===== src/rtl/mainfsm_pkg.sv =====
// Shared types for the multicycle ARM main controller: state encodings, mux selects, control vector.
// Fixed state encodings so external observers and debug tools see stable values.
package mainfsm_pkg;

    typedef enum logic [3:0] {
        FETCH    = 4'd0,
        DECODE   = 4'd1,
        MEMADR   = 4'd2,
        MEMRD    = 4'd3,
        MEMWB    = 4'd4,
        MEMWR    = 4'd5,
        EXECUTER = 4'd6,
        EXECUTEI = 4'd7,
        ALUWB    = 4'd8,
        BRANCH   = 4'd9,
        UNKNOWN  = 4'd10
    } statetype;

    localparam logic [1:0] SRCA_REG   = 2'b00;
    localparam logic [1:0] SRCA_PC    = 2'b01;
    localparam logic [1:0] SRCB_REG   = 2'b00;
    localparam logic [1:0] SRCB_IMM   = 2'b01;
    localparam logic [1:0] SRCB_FOUR  = 2'b10;
    localparam logic [1:0] RES_ALUOUT = 2'b00;
    localparam logic [1:0] RES_DATA   = 2'b01;
    localparam logic [1:0] RES_ALU    = 2'b10;

    typedef struct packed {
        logic       ir_write;
        logic       adr_src;
        logic [1:0] alu_src_a;
        logic [1:0] alu_src_b;
        logic [1:0] result_src;
        logic       alu_op;
        logic       next_pc;
        logic       reg_w;
        logic       mem_w;
        logic       branch;
        logic       undef;
    } ctrl_t;

endpackage


===== src/rtl/mainfsm_if.sv =====
// Instruction-field inputs, memory-ready handshake and control outputs of the main controller.
// master = the surrounding datapath/bench that drives Op/Funct/MemReady; slave = mainfsm.
interface mainfsm_if;
    logic [1:0] Op;
    logic [5:0] Funct;
    logic       MemReady;
    logic       IRWrite;
    logic       AdrSrc;
    logic [1:0] ALUSrcA;
    logic [1:0] ALUSrcB;
    logic [1:0] ResultSrc;
    logic       ALUOp;
    logic       NextPC;
    logic       RegW;
    logic       MemW;
    logic       Branch;
    logic       Undef;

    modport master (
        output Op, Funct, MemReady,
        input  IRWrite, AdrSrc, ALUSrcA, ALUSrcB, ResultSrc, ALUOp,
               NextPC, RegW, MemW, Branch, Undef
    );

    modport slave (
        input  Op, Funct, MemReady,
        output IRWrite, AdrSrc, ALUSrcA, ALUSrcB, ResultSrc, ALUOp,
               NextPC, RegW, MemW, Branch, Undef
    );
endinterface


===== src/rtl/mainfsm_outdec.sv =====
// Combinational state + MemReady -> control vector decode; zero latency, no backpressure of its own.
// Unreachable encodings decode to all-zero; the FSM moves them to UNKNOWN on the next edge.
module mainfsm_outdec
    import mainfsm_pkg::*;
#(
    parameter int STATE_W = 4
) (
    input  logic [STATE_W-1:0] i_state,
    input  logic               i_mem_ready,
    output ctrl_t              o_ctrl
);

    always_comb begin
        o_ctrl = '0;
        case (i_state)
            STATE_W'(FETCH): begin
                o_ctrl.alu_src_a  = SRCA_PC;
                o_ctrl.alu_src_b  = SRCB_FOUR;
                o_ctrl.result_src = RES_ALU;
                o_ctrl.ir_write   = i_mem_ready;
                o_ctrl.next_pc    = i_mem_ready;
            end
            STATE_W'(DECODE): begin
                o_ctrl.alu_src_a  = SRCA_PC;
                o_ctrl.alu_src_b  = SRCB_FOUR;
                o_ctrl.result_src = RES_ALU;
            end
            STATE_W'(MEMADR): begin
                o_ctrl.alu_src_a  = SRCA_REG;
                o_ctrl.alu_src_b  = SRCB_IMM;
            end
            STATE_W'(MEMRD): begin
                o_ctrl.adr_src    = 1'b1;
                o_ctrl.result_src = RES_ALUOUT;
            end
            STATE_W'(MEMWB): begin
                o_ctrl.result_src = RES_DATA;
                o_ctrl.reg_w      = 1'b1;
            end
            // Write strobe only on the cycle memory accepts it, so a stall never double-writes.
            STATE_W'(MEMWR): begin
                o_ctrl.adr_src    = 1'b1;
                o_ctrl.result_src = RES_ALUOUT;
                o_ctrl.mem_w      = i_mem_ready;
            end
            STATE_W'(EXECUTER): begin
                o_ctrl.alu_src_a  = SRCA_REG;
                o_ctrl.alu_src_b  = SRCB_REG;
                o_ctrl.alu_op     = 1'b1;
            end
            STATE_W'(EXECUTEI): begin
                o_ctrl.alu_src_a  = SRCA_REG;
                o_ctrl.alu_src_b  = SRCB_IMM;
                o_ctrl.alu_op     = 1'b1;
            end
            STATE_W'(ALUWB): begin
                o_ctrl.result_src = RES_ALUOUT;
                o_ctrl.reg_w      = 1'b1;
            end
            STATE_W'(BRANCH): begin
                o_ctrl.alu_src_a  = SRCA_REG;
                o_ctrl.alu_src_b  = SRCB_IMM;
                o_ctrl.result_src = RES_ALU;
                o_ctrl.branch     = 1'b1;
            end
            STATE_W'(UNKNOWN): begin
                o_ctrl.undef      = 1'b1;
            end
            default: ;
        endcase
    end

endmodule


===== src/rtl/mainfsm.sv =====
// Multicycle ARM main controller: fetch/decode/execute/writeback sequencing, MemReady stalls, sticky UNKNOWN trap.
// Moore outputs (MemReady-qualified in FETCH/MEMWR); forced to 0 while reset is low. Optional MAINFSM_STATE_OBS_EN adds StateObs.
module mainfsm
    import mainfsm_pkg::*;
#(
    parameter int STATE_W = 4
) (
    input  logic               clk,
    input  logic               reset,
    mainfsm_if.slave           bus
`ifdef MAINFSM_STATE_OBS_EN
    ,
    output logic [STATE_W-1:0] StateObs
`endif
);

    logic [STATE_W-1:0] r_state;
    ctrl_t              w_ctrl;
    ctrl_t              w_out;

    always_ff @(posedge clk or negedge reset) begin
        if (!reset) begin
            r_state <= STATE_W'(FETCH);
        end else begin
            case (r_state)
                STATE_W'(FETCH):    if (bus.MemReady) r_state <= STATE_W'(DECODE);
                STATE_W'(DECODE): begin
                    case (bus.Op)
                        2'b01:   r_state <= STATE_W'(MEMADR);
                        2'b00:   r_state <= bus.Funct[5] ? STATE_W'(EXECUTEI) : STATE_W'(EXECUTER);
                        2'b10:   r_state <= STATE_W'(BRANCH);
                        default: r_state <= STATE_W'(UNKNOWN);
                    endcase
                end
                STATE_W'(MEMADR):   r_state <= bus.Funct[0] ? STATE_W'(MEMRD) : STATE_W'(MEMWR);
                STATE_W'(MEMRD):    if (bus.MemReady) r_state <= STATE_W'(MEMWB);
                STATE_W'(MEMWB):    r_state <= STATE_W'(FETCH);
                STATE_W'(MEMWR):    if (bus.MemReady) r_state <= STATE_W'(FETCH);
                STATE_W'(EXECUTER): r_state <= STATE_W'(ALUWB);
                STATE_W'(EXECUTEI): r_state <= STATE_W'(ALUWB);
                STATE_W'(ALUWB):    r_state <= STATE_W'(FETCH);
                STATE_W'(BRANCH):   r_state <= STATE_W'(FETCH);
                STATE_W'(UNKNOWN):  r_state <= STATE_W'(UNKNOWN);
                default:            r_state <= STATE_W'(UNKNOWN);
            endcase
        end
    end

    mainfsm_outdec #(.STATE_W(STATE_W)) u_outdec (
        .i_state     (r_state),
        .i_mem_ready (bus.MemReady),
        .o_ctrl      (w_ctrl)
    );

    // FETCH decodes to non-zero selects, so the reset level itself masks the outputs.
    assign w_out = reset ? w_ctrl : '0;

    assign bus.IRWrite   = w_out.ir_write;
    assign bus.AdrSrc    = w_out.adr_src;
    assign bus.ALUSrcA   = w_out.alu_src_a;
    assign bus.ALUSrcB   = w_out.alu_src_b;
    assign bus.ResultSrc = w_out.result_src;
    assign bus.ALUOp     = w_out.alu_op;
    assign bus.NextPC    = w_out.next_pc;
    assign bus.RegW      = w_out.reg_w;
    assign bus.MemW      = w_out.mem_w;
    assign bus.Branch    = w_out.branch;
    assign bus.Undef     = w_out.undef;

`ifdef MAINFSM_STATE_OBS_EN
    assign StateObs = r_state;
`endif

endmodule


===== src/flat_wrapper.sv =====
// flat-port wrapper written by rule: the top's interface ports become plain ports
module mainfsm_flat import mainfsm_pkg::*;
#(
    parameter int STATE_W = 4
)
  (clk, reset, bus_Op, bus_Funct, bus_MemReady, bus_IRWrite, bus_AdrSrc, bus_ALUSrcA, bus_ALUSrcB, bus_ResultSrc, bus_ALUOp, bus_NextPC, bus_RegW, bus_MemW, bus_Branch, bus_Undef);
  mainfsm_if bus_i ();
  input  logic clk;
  input  logic reset;
  input wire logic [$bits(bus_i.Op)-1:0] bus_Op;
  input wire logic [$bits(bus_i.Funct)-1:0] bus_Funct;
  input wire logic [$bits(bus_i.MemReady)-1:0] bus_MemReady;
  output wire logic [$bits(bus_i.IRWrite)-1:0] bus_IRWrite;
  output wire logic [$bits(bus_i.AdrSrc)-1:0] bus_AdrSrc;
  output wire logic [$bits(bus_i.ALUSrcA)-1:0] bus_ALUSrcA;
  output wire logic [$bits(bus_i.ALUSrcB)-1:0] bus_ALUSrcB;
  output wire logic [$bits(bus_i.ResultSrc)-1:0] bus_ResultSrc;
  output wire logic [$bits(bus_i.ALUOp)-1:0] bus_ALUOp;
  output wire logic [$bits(bus_i.NextPC)-1:0] bus_NextPC;
  output wire logic [$bits(bus_i.RegW)-1:0] bus_RegW;
  output wire logic [$bits(bus_i.MemW)-1:0] bus_MemW;
  output wire logic [$bits(bus_i.Branch)-1:0] bus_Branch;
  output wire logic [$bits(bus_i.Undef)-1:0] bus_Undef;
  assign bus_i.Op = bus_Op;
  assign bus_i.Funct = bus_Funct;
  assign bus_i.MemReady = bus_MemReady;
  assign bus_IRWrite = bus_i.IRWrite;
  assign bus_AdrSrc = bus_i.AdrSrc;
  assign bus_ALUSrcA = bus_i.ALUSrcA;
  assign bus_ALUSrcB = bus_i.ALUSrcB;
  assign bus_ResultSrc = bus_i.ResultSrc;
  assign bus_ALUOp = bus_i.ALUOp;
  assign bus_NextPC = bus_i.NextPC;
  assign bus_RegW = bus_i.RegW;
  assign bus_MemW = bus_i.MemW;
  assign bus_Branch = bus_i.Branch;
  assign bus_Undef = bus_i.Undef;
  mainfsm #(.STATE_W(STATE_W)) u_core (.clk(clk), .reset(reset), .bus(bus_i));
endmodule

===== config.mk =====
export PLATFORM = sky130hd
export DESIGN_NAME = mainfsm_flat
export DESIGN_NICKNAME = d
export VERILOG_FILES = /design/src/rtl/mainfsm_pkg.sv /design/src/rtl/mainfsm_if.sv /design/src/rtl/mainfsm_outdec.sv /design/src/rtl/mainfsm.sv /design/src/flat_wrapper.sv
export SDC_FILE = /design/constraint.sdc
export NUM_CORES = 1
export LEC_CHECK = 0
export ABC_CLOCK_PERIOD_IN_PS = 2300
export CAP_MARGIN = 30
export CORE_ASPECT_RATIO = 0.9
export CORE_UTILIZATION = 30
export CTS_CLUSTER_DIAMETER = 80
export CTS_CLUSTER_SIZE = 24
export DETAILED_ROUTE_END_ITERATION = 10
export SYNTH_ARGS = -nofsm -noshare
export SYNTH_HDL_FRONTEND = slang
export SYNTH_SLANG_ARGS = --single-unit

===== constraint.sdc =====
create_clock -name clk -period 2.3 [get_ports clk]
set_input_delay 0.345 -clock clk [delete_from_list [all_inputs] [get_ports clk]]
set_output_delay 0.345 -clock clk [all_outputs]
set_load 0.02 [all_outputs]

==> run_results.csv, run 1 <==
group,metric,value,unit
status,outcome,"complete, no violations",
clocking,cts_root_buf,"clkbuf_4",
sta,max_freq,450,MHz
setup_path,cp-start-kind,"flip-flop",
clocking,cts.clk_slew.worst_paths,0.04,ns
detailed_routing,drt_wl_total,1150,um
setup_path,crit_buf_inv,1,
clocking,cts.path.max_buffers,2,
global_route,grt_pass1_wl,1880,um
sta,finalClockSkew,0.00475,ns
floorplan,start_util,32.6,%
synth,syn_area_per_cell,7.71,um2
cells_and_area,drive_gt1_share,18.8,%
floorplan,die_x,44.1,um
global_route,grt_pass1_vias,404,
detailed_routing,via_per_inst,5.23,
detailed_routing,final_antenna_net_count,0,
floorplan,top_level_ports,25,
global_route,grt_antenna_before_repair,0,
setup_path,critPathKind,"reg -> out",
floorplan,num_rows,13,
floorplan,design.core.area,0.00146,mm2
setup_path,endpoint_kind,"primary output",
cells_and_area,final_util,46.7,%
cells_and_area,largest_reg_flops,4,
synth,yosysUniqueCellTypes,28,
placed_design,place_hpwl,876,um
synth,synthesis.area,478,um2
cells_and_area,diodes,0,
sta,setup_violations,0,
clocking,ctsHoldBuffers,0,
power,ir_drop,0.113,mV
setup_path,cpMaxStageDelayCell,"clkdlybuf4s50_1",
cells_and_area,area_growth,42.9,%
clocking,cts_sinks,4,
setup_path,cp_max_fo,13,
hold_path,hp-class,"in -> async",
cells_and_area,mostFrequentLayoutCells,"clkdlybuf4s50_1 (16), nor2_1 (7), nand2_1 (6), nor3_1 (4), buf_4 (4)",
clocking,cts_tree,"yes",
synth,postSynthCellCount,62,
cells_and_area,top_register,"u_core.r_state",
global_route,track_usage,15.3,%
placed_design,place.gp.congestion,0.834,
setup_path,max_stage_delay,0.59,ns
detailed_routing,drt_iter0_drc,14,
sta,finalCritPeriodShare,96.5,%
power,power_leakage,0.302,nW
synth,syn_nets,73,
cells_and_area,largest_registers,"u_core.r_state x4",
cells_and_area,final_common_cell,"clkdlybuf4s50_1",
setup_path,worstPathArrival,1.88,ns
clocking,clock_latency,0.23,ns
placed_design,io_buffers,19,
synth,yosysWarnings,0,
clocking,htree_levels,1,
floorplan,dieHeight,39.9,um
job,drv_cap,0,
sta,hold_viol,0,
sta,tns,0,ns
setup_path,worstPathCellList,"xor2_1 -> o32ai_1 -> and2_1 -> clkdlybuf4s50_1",
power,cellPowerDensity,274,mW/mm2
global_route,globalRouteOverflowTotal,0,
global_route,grt_max_degree,14,
sta,period_needed,2.22,ns
detailed_routing,drc,0,
cells_and_area,nFillCells,156,
floorplan,die-area,0.00176,mm2
cells_and_area,fin_nets,93,
sta,slew_violations,0,
cells_and_area,fin_cells,95,
detailed_routing,wire_per_inst,12.1,um
setup_path,required,1.96,ns
sta,rsz0062_at_grt,"no",
clocking,cts_buffers,3,
detailed_routing,drt-pass1-iter-count,6,
synth,yosys_register_bits,4,
setup_path,crit_family,"buffers and inverters",
detailed_routing,vias,497,
placed_design,place_inst,92,
synth,synth-seq-area-share,20.9,%
-- per-layer routing --
layer	part of all wire, %	wire [um]	GRT usage, %
met1	50	576	20.4
met3	7.0	80	7.37
met2	43	492	22.4
met4	0	0	2.27
met5	0	0	0
-- path summary, 6_finish.rpt --
kind	cells past startpoint	startpoint	slack (ns)	to
max reg2reg	4	u_core.r_state[0]	0.97	u_core.r_state[2]
min in group clk	1	u_core.r_state[3]	0.62	u_core.r_state[2]
max	4	u_core.r_state[2]	0.08	bus_ALUSrcB[0]
min	2	reset	0.51	u_core.r_state[1]
max in group asynchronous	2	reset	1.66	u_core.r_state[3]
min reg2reg	1	u_core.r_state[3]	0.62	u_core.r_state[2]
-- power breakdown --
group          internal, mW  switching [mW]
registers            0.0707               0
logic                0.0165          0.0136
clock network        0.0583          0.0280
-- stage by stage --
step / area, um2 / hold slack [ns] / power, mW / setup WS, ns
global placement: 652 / 0.683 / 0.102 / -0.0179
global route: 683 / 0.524 / 0.200 / 0.00424
floorplan: 478 / 0.0494 / 0.0822 / 0.489
CTS: 674 / 0.513 / 0.189 / 0.0327
detailed placement: 652 / 0.705 / 0.102 / -0.0325
finish: 683 / 0.514 / 0.187 / 0.0799
-- synthesized netlist by cell type (all sizes together) --
master,n,area [um2]
nor2,9,36.3
buf,8,65.1
nand2,6,22.5
dfrtp,4,100
nor2b,4,32.5
nor3,4,20.0
nand2b,3,18.8
nand3,3,15.0
xor2,3,26.3
and3,2,12.5
inv,2,7.51
o211ai,2,15.0
a2111oi,1,15.0
a221oi,1,8.76
and2,1,6.26
and4,1,8.76
clkinv,1,8.76
conb,1,3.75
nand3b,1,7.51
o2111ai,1,8.76
o21ai,1,5.00
o31a,1,8.76
o32ai,1,8.76
o41ai,1,16.3
-- cell type report --
cell class | instances | area [um2] | share of cell area [%]
Sequential cell | 4 | 103 | 15.0
Inverter | 3 | 16.3 | 2.38
Clock buffer | 3 | 22.5 | 3.30
Timing Repair Buffer | 23 | 224 | 32.8
Multi-Input combinational cell | 47 | 299 | 43.8
Tap cell | 15 | 18.8 | 2.75
-- timing repair --
action | CTS | global route
setup endpoints to repair | 4 | 6
buffers inserted | 0 | 0
endpoints found under the hold margin | 0 | 0
resized for setup | 2 | 4
-- logic make-up after synthesis --
family | synth area share, %
flops | 20.9
xor+xnor | 5.50
buf+inv | 17.0
simple gates | 37.7
other cells | 0.785
compound gates | 18.1
No activity file was read; power rests on OpenSTA's default activity.
==> run 2, diff against run 1 <==
--- a/config.mk
+++ b/config.mk
@@ -7,11 +7,12 @@
 export LEC_CHECK = 0
 export ABC_CLOCK_PERIOD_IN_PS = 2300
 export CAP_MARGIN = 30
-export CORE_ASPECT_RATIO = 0.9
-export CORE_UTILIZATION = 30
+export CORE_UTILIZATION = 35
 export CTS_CLUSTER_DIAMETER = 80
 export CTS_CLUSTER_SIZE = 24
 export DETAILED_ROUTE_END_ITERATION = 10
+export GPL_ROUTABILITY_DRIVEN = 0
+export PLACE_DENSITY = 0.72
 export SYNTH_ARGS = -nofsm -noshare
 export SYNTH_HDL_FRONTEND = slang
 export SYNTH_SLANG_ARGS = --single-unit
==> run 2 against run 1 <==
Effect of this change:
- first-iteration DRC count shrank 64%
- combinational power fell by 3%
- clock power decreased by 3.0%
- critical endpoint unchanged
- critical path depth is the same
- critical path type unchanged
- wire length fell by 16%
==> run_results.csv, run 2 (synthesis gave the netlist of run 1 again) <==
group,metric,value,unit
detailed_routing,drc,0,
job,drv_cap,0,
status,outcome,"complete, no violations",
clocking,cts_buffers,3,
clocking,cts.clk_slew.worst_paths,0.04,ns
global_route,grt_pass1_wl,1510,um
cells_and_area,largest_reg_flops,4,
detailed_routing,via_per_inst,5.05,
sta,setup_violations,0,
cells_and_area,diodes,0,
sta,rsz0062_at_grt,"no",
global_route,grt_antenna_before_repair,0,
placed_design,place_hpwl,744,um
detailed_routing,drt_wl_total,963,um
clocking,clock_latency,0.23,ns
setup_path,critPathLaunch,"u_core.r_state[2]",
sta,period_needed,2.22,ns
setup_path,required,1.96,ns
setup_path,crit_path_end,"bus_ALUSrcB[0]",
setup_path,endpoint_kind,"primary output",
setup_path,rrSetupSlack,1.06,ns
hold_path,hp-class,"in -> async",
setup_path,rr_worst_depth,3,
setup_path,cp-start-kind,"flip-flop",
setup_path,r2r_end,"u_core.r_state[2]",
sta,finalClockSkew,0.000307,ns
cells_and_area,fin_nets,92,
cells_and_area,fin_cells,93,
cells_and_area,top_register,"u_core.r_state",
cells_and_area,final_common_cell,"clkdlybuf4s50_1",
floorplan,die-area,0.00152,mm2
sta,finalCritPeriodShare,96.4,%
detailed_routing,final_antenna_net_count,0,
floorplan,die_x,39.0,um
global_route,grt_pass1_vias,387,
floorplan,design.core.area,0.00119,mm2
detailed_routing,wire_per_inst,10.4,um
clocking,cts_sinks,4,
cells_and_area,drive_gt1_share,17.7,%
power,cellPowerDensity,270,mW/mm2
cells_and_area,fin_area,679,um2
placed_design,place_inst,90,
power,total_power,184,uW
global_route,grt_max_degree,15,
sta,hold_viol,0,
detailed_routing,vias,470,
sta,max_freq,451,MHz
floorplan,start_util,40.3,%
clocking,cts.path.max_buffers,2,
setup_path,critPathKind,"reg -> out",
setup_path,worstPathArrival,1.87,ns
power,power_leakage,0.328,nW
global_route,track_usage,15.3,%
sta,slew_violations,0,
setup_path,cp_max_fo,13,
setup_path,timing.rr.start,"u_core.r_state[0]",
cells_and_area,area_growth,42.1,%
placed_design,io_buffers,19,
power,ir_drop,0.177,mV
detailed_routing,drt-pass1-iter-count,4,
clocking,postCtsSetupRepairBufs,0,
cells_and_area,largest_registers,"u_core.r_state x4",
floorplan,dieHeight,39.0,um
detailed_routing,drt_iter0_drc,5,
clocking,htree_levels,1,
placed_design,placed_area,643,um2
floorplan,num_rows,12,
clocking,cts_tree,"yes",
floorplan,top_level_ports,25,
clocking,cts_root_buf,"clkbuf_4",
cells_and_area,mostFrequentLayoutCells,"clkdlybuf4s50_1 (15), nor2_1 (8), nand2_1 (6), nor3_1 (4), dlymetal6s2s_1 (4)",
clocking,ctsHoldBuffers,0,
global_route,globalRouteOverflowTotal,0,
## run 2: changes by cell type in the layout (fill, tap and decap cells not counted), sizes merged
cell           change
dlymetal6s2s       +2
buf                -1
clkdlybuf4s50      -1
dlygate4sd2        -1
## run 2: worst max-delay path, cell delays in order, from the launching register on
cell and delay (ns):
dfrtp_2 0.50, xor2_1 0.18, o32ai_1 0.22, and2_1 0.15, clkdlybuf4s50_1 0.59
## run 2: routing by layer
layer | track usage (%) | up-vias | wire length, um
li1 | - | 247 | -
met1 | 18.4 | 211 | 456
met2 | 23.8 | 12 | 464
met3 | 3.47 | 0 | 41
met4 | 10.3 | 0 | 0
met5 | 0 | - | 0
## run 2: how the worst min path moves through the flow
stage | start | end | slack (ns) | cells after the start
2_1_floorplan | reset | u_core.r_state[0] | 0.05 | 0
3_3_place_gp | u_core.r_state[3] | u_core.r_state[2] | 0.69 | 1
3_5_place_dp | u_core.r_state[3] | u_core.r_state[2] | 0.69 | 1
4_1_cts | reset | u_core.r_state[0] | 0.50 | 2
5_1_grt | reset | u_core.r_state[2] | 0.53 | 2
6_report | reset | u_core.r_state[2] | 0.50 | 2
## run 2: per-stage QoR
step / util, % / worst slack, ns / hold WS (ns) / TNS, ns
floorplan: - / 0.489 / 0.0494 / 0
global placement: 54.2 / -0.00253 / 0.695 / -0.00253
detailed placement: 54.2 / -0.00309 / 0.689 / -0.00309
CTS: 56.2 / 0.00526 / 0.499 / 0
global route: 57.3 / 0.0130 / 0.529 / 0
finish: 57.3 / 0.0820 / 0.501 / 0
## run 2: repair_timing
item / in CTS / in global routing
gates resized for setup: 1 / 6
endpoints found under the setup margin: 2 / 6
pin swaps: 0 / 0
## run 2: layout make-up
class | instances | area, um2
Fill cell | 117 | 507
Multi-Input combinational cell | 47 | 297
Timing Repair Buffer | 22 | 223
Sequential cell | 4 | 104
Clock buffer | 3 | 22.5
Tap cell | 14 | 17.5
Inverter | 3 | 16.3
## run 2: report_power, final
group          switching (mW)  leakage, nW  internal (mW)
logic                  0.0126        0.272         0.0165
registers                   0       0.0418         0.0708
clock network          0.0255       0.0138         0.0582
